### config.mk
export PLATFORM = sky130hd
export DESIGN_NAME = cipher_load_ctrl
export DESIGN_NICKNAME = d
export VERILOG_FILES = /design/src/rtl/cipher_load_ctrl.sv
export SDC_FILE = /design/constraint.sdc
export NUM_CORES = 1
export LEC_CHECK = 0
export CAP_MARGIN = 20
export CORE_MARGIN = 2
export CORE_UTILIZATION = 25
export CTS_BUF_LIST = sky130_fd_sc_hd__clkbuf_4 sky130_fd_sc_hd__clkbuf_8 sky130_fd_sc_hd__clkbuf_16
export DETAILED_ROUTE_END_ITERATION = 8
export GPL_ROUTABILITY_DRIVEN = 0
export GPL_TIMING_DRIVEN = 1
export PLACE_DENSITY = 0.57
export SLEW_MARGIN = 20
export SYNTH_ARGS = -nofsm -noshare
export SYNTH_HDL_FRONTEND = slang
export SYNTH_SLANG_ARGS = --single-unit
### constraint.sdc
create_clock -name iClk -period 1.2 [get_ports iClk]
set_input_delay 0.18 -clock iClk [delete_from_list [all_inputs] [get_ports iClk]]
set_output_delay 0.18 -clock iClk [all_outputs]
set_load 0.01 [all_outputs]
### src/rtl/cipher_load_ctrl.sv
// Sequencer for one XOR-cipher transaction: load key, load text, latch key^text,
// then present the result MSB first on the shared serial output.
module cipher_load_ctrl #(
    parameter  int DATA_SIZE = 4,
    localparam int CW        = (DATA_SIZE > 1) ? $clog2(DATA_SIZE) : 1
) (
    input  logic          iClk,
    input  logic          iRst,
    input  logic          iEn,
    input  logic          iStart,
    input  logic          iAbort,
    output logic          oKey_loading,
    output logic          oText_loading,
    output logic          oXor_latch,
    output logic          oTx_shift,
    output logic [CW-1:0] oTx_bit_sel,
    output logic          oBusy,
    output logic          oDone,
    output logic [2:0]    oState
);

    typedef enum logic [2:0] {
        IDLE      = 3'd0,
        LOAD_KEY  = 3'd1,
        LOAD_TEXT = 3'd2,
        LATCH     = 3'd3,
        SHIFT_OUT = 3'd4,
        DONE      = 3'd5
    } state_t;

    localparam logic [CW-1:0] LAST = CW'(DATA_SIZE - 1);

    state_t        state;
    state_t        state_nxt;
    logic [CW-1:0] count;
    logic [CW-1:0] count_nxt;

    always_ff @(posedge iClk or negedge iRst) begin
        if (!iRst) begin
            state <= IDLE;
            count <= '0;
        end else begin
            state <= state_nxt;
            count <= count_nxt;
        end
    end

    // Abort outranks every other transition; nothing moves while iEn is low.
    always_comb begin
        state_nxt = state;
        count_nxt = count;
        if (iEn) begin
            if (iAbort && (state != IDLE)) begin
                state_nxt = IDLE;
                count_nxt = '0;
            end else begin
                case (state)
                    IDLE: begin
                        if (iStart && !iAbort) begin
                            state_nxt = LOAD_KEY;
                            count_nxt = '0;
                        end
                    end
                    LOAD_KEY: begin
                        if (count == LAST) begin
                            state_nxt = LOAD_TEXT;
                            count_nxt = '0;
                        end else begin
                            count_nxt = count + CW'(1);
                        end
                    end
                    LOAD_TEXT: begin
                        if (count == LAST) begin
                            state_nxt = LATCH;
                            count_nxt = '0;
                        end else begin
                            count_nxt = count + CW'(1);
                        end
                    end
                    LATCH: begin
                        state_nxt = SHIFT_OUT;
                        count_nxt = '0;
                    end
                    SHIFT_OUT: begin
                        if (count == LAST) begin
                            state_nxt = DONE;
                            count_nxt = '0;
                        end else begin
                            count_nxt = count + CW'(1);
                        end
                    end
                    DONE: begin
                        state_nxt = IDLE;
                        count_nxt = '0;
                    end
                    default: begin
                        state_nxt = IDLE;
                        count_nxt = '0;
                    end
                endcase
            end
        end
    end

    assign oKey_loading  = (state == LOAD_KEY);
    assign oText_loading = (state == LOAD_TEXT);
    assign oXor_latch    = (state == LATCH) && iEn;
    assign oTx_shift     = (state == SHIFT_OUT);
    assign oTx_bit_sel   = (state == SHIFT_OUT) ? (LAST - count) : '0;
    assign oBusy         = (state != IDLE);
    assign oDone         = (state == DONE) && iEn;
    assign oState        = state;

endmodule

==> run_results.csv <==
group,metric,value,unit
power,p_leak,0.385,nW
placed_design,dp_slack,-404,ps
synthesis,synth-edff-count,0,
synthesis,synth_ff_type,"dfrtp_1",
synthesis,syn-cell-area,367,um2
synthesis,synth_cells,44,
setup_path,cp_max_fo,4,
cells_and_area,final_cells,95,
cells_and_area,final_cell_mix,"14 x buf_4, 7 x buf_6, 6 x nor2_1, 6 x buf_2",
clock_network,cts_buffer_depth,2,
synthesis,synthesis.nets,50,
placed_design,dpl_cell_area,603,um2
cells_and_area,layout.nets,87,
synthesis,yosysTopAreaCellShare,0.341,
routing,drtAntennaViolNets,0,
floorplan,start_util,0.275,
global_routing,grt_pass1_wl,2030,um
routing,firstDrtPassIters,4,
power,power_density,1610,nW/um2
clock_network,clock-sinks,5,
sta,worstMarginPinSlew,273,ps
routing,via_per_inst,5.05,
sta,whs,165,ps
sta,hold_violations,0,
setup_path,crit_type,"reg2out",
setup_path,cp.arrival,1210,ps
setup_path,worstSetupEndpointType,"output pin",
routing,drt_iter0_drc,9,
synthesis,synth.area.top_cells,"dfrtp_1 34%, nor2_1 8.2%, a22o_1 7.2%",
placed_design,dp_hpwl,731,um
routing,vias,480,
setup_path,crit_path_max_incr_delay,440,ps
cells_and_area,regArea,129,um2
clock_network,htreeDepth,1,
sta,post-route-min-period,1390,ps
cells_and_area,finish.instance_area,754,um2
synthesis,postSynthAreaPerCell,8.33,um2
cells_and_area,final_common_cell,"buf_4",
cells_and_area,drive_gt1_frac,0.588,
routing,wl_per_cell,12.3,um
worst_hold_path,min_path_type,"in2async",
clock_network,clk_latency,240,ps
cells_and_area,antennaDiodeCount,0,
sta,timing.fmax,718,MHz
sta,fin_crit_sh,1.16,
global_routing,grt_max_degree,7,
routing,routed_wl,1160,um
clock_network,root_buffer,"clkbuf_4",
floorplan,pin_count,16,
status,violations,"setup timing",
floorplan,die_h,42.3,um
cells_and_area,fill_cells,129,
floorplan,core,1330,um2
global_routing,track_usage,0.149,
routing,drc_errors,0,
synthesis,synth_seq_cells,5,
sta,rsz0062_at_grt,"yes",
placed_design,dp.cells,82,
sta,setup_tns,-1810,ps
floorplan,dieArea,1790,um2
setup_path,path_cells,"or3_4, buf_6",
synthesis,async_flop_share,1.00,
synthesis,ys_warn_count,0,
global_routing,grt-ovfl-total,0,
job,drv_cap,0,
sta,max-slew-margin-rel,0.817,
cells_and_area,multi_input_area,270,um2
setup_path,slowest_stage,"dfrtp_2",
setup_path,path_buf_inv,1,
synthesis,yosys.cell_types.count,19,
clock_network,cts_tree,"yes",
sta,fin_skew,3.01,ps
sta,setup_ws,-193,ps
global_routing,antenna_found_initial,0,
cells_and_area,syn_to_final_growth,106,%
sta,setup_viol,13,
setup_path,crit_required,1020,ps
synthesis,yosysSeqAreaShare,0.341,
clock_network,clk_pin_slew_worst_paths,40,ps
floorplan,die_w,42.3,um
sta,drv_slew,0,
global_routing,grt_pass1_vias,475,
synthesis,netlist.top_cell.by_area,"dfrtp_1",
power,peakVddDrop,0.000702,V
clock_network,cts_hold_buffers,0,
status,status,"finished, violations left",
floorplan,rows,13,
placed_design,io_buffers,15,
clock_network,cts_inserted_buffers,3,
setup_path,critPathTopFamily,"flip-flops",
setup_path,startpoint_type,"flip-flop",
## stage by stage
stage	util	power, mW
after CTS	0.540	1.16
final	0.566	1.22
after global routing	0.566	1.31
after global placement	0.452	0.787
after floorplan	-	0.523
after detailed placement	0.452	0.788
## per-layer routing
| metal | GRT usage | up-vias | routed length (um) | part of all wire |
|---|---|---|---|---|
| li1 | - | 231 | - | - |
| met1 | 0.188 | 218 | 493 | 0.42 |
| met2 | 0.212 | 25 | 524 | 0.45 |
| met3 | 0.0259 | 6 | 92 | 0.079 |
| met4 | 0.131 | 0 | 53 | 0.046 |
| met5 | 0 | - | 0 | 0 |
## cell families after synthesis
family,after synthesis,synth area share
buffers and inverters,5,0.0614
AOI/OAI and AO/OA,12,0.276
xor gates and xnor gates,1,0.0239
DFF,5,0.341
and+or+nand+nor,20,0.263
adders and majority gates,1,0.0341
## layout make-up
cell class | count | share of cell area
inverters | 2 | 0.00995
clock buffers | 4 | 0.0398
flip-flops and latches | 5 | 0.171
well taps | 15 | 0.0249
multi-input cells | 34 | 0.358
repair buffers | 35 | 0.396
## synthesized netlist by cell type (2+ instances only)
cell	instances
a22o_1	3
buf_2	3
dfrtp_1	5
inv_1	2
nand2_1	5
nor2_1	8
nor2b_1	3
o21ai_0	2
o31ai_1	3
## path summary, 6_finish.rpt
kind | cells past startpoint | slack [ps] | endpoint | start
hold reg to reg | 1 | 570 | count[1] | count[1]
hold / removal | 1 | 170 | oState[2] | iRst
setup reg to reg | 5 | -170 | count[1] | oState[1]
max in group asynchronous | 1 | 820 | oState[1] | iRst
setup / recovery | 2 | -190 | oBusy | oState[0]
min in group iClk | 1 | 570 | count[1] | count[1]
## what timing repair did
action / CTS / global route
pin swaps: 11 / 6
resized for setup: 53 / 9
buffers inserted: 9 / 0
cloned: 0 / 0
setup endpoints to repair: 15 / 14
## sequential cells by signal, indices dropped and copies added, names as in the netlist
| name | flops |
|---|---|
| oState | 3 |
| count | 2 |
## power breakdown
part / internal, mW / switching (mW)
sequential: 0.222 / 0.0581
combinational: 0.439 / 0.283
clock: 0.148 / 0.0681
Power figures use the tool's default switching activity.
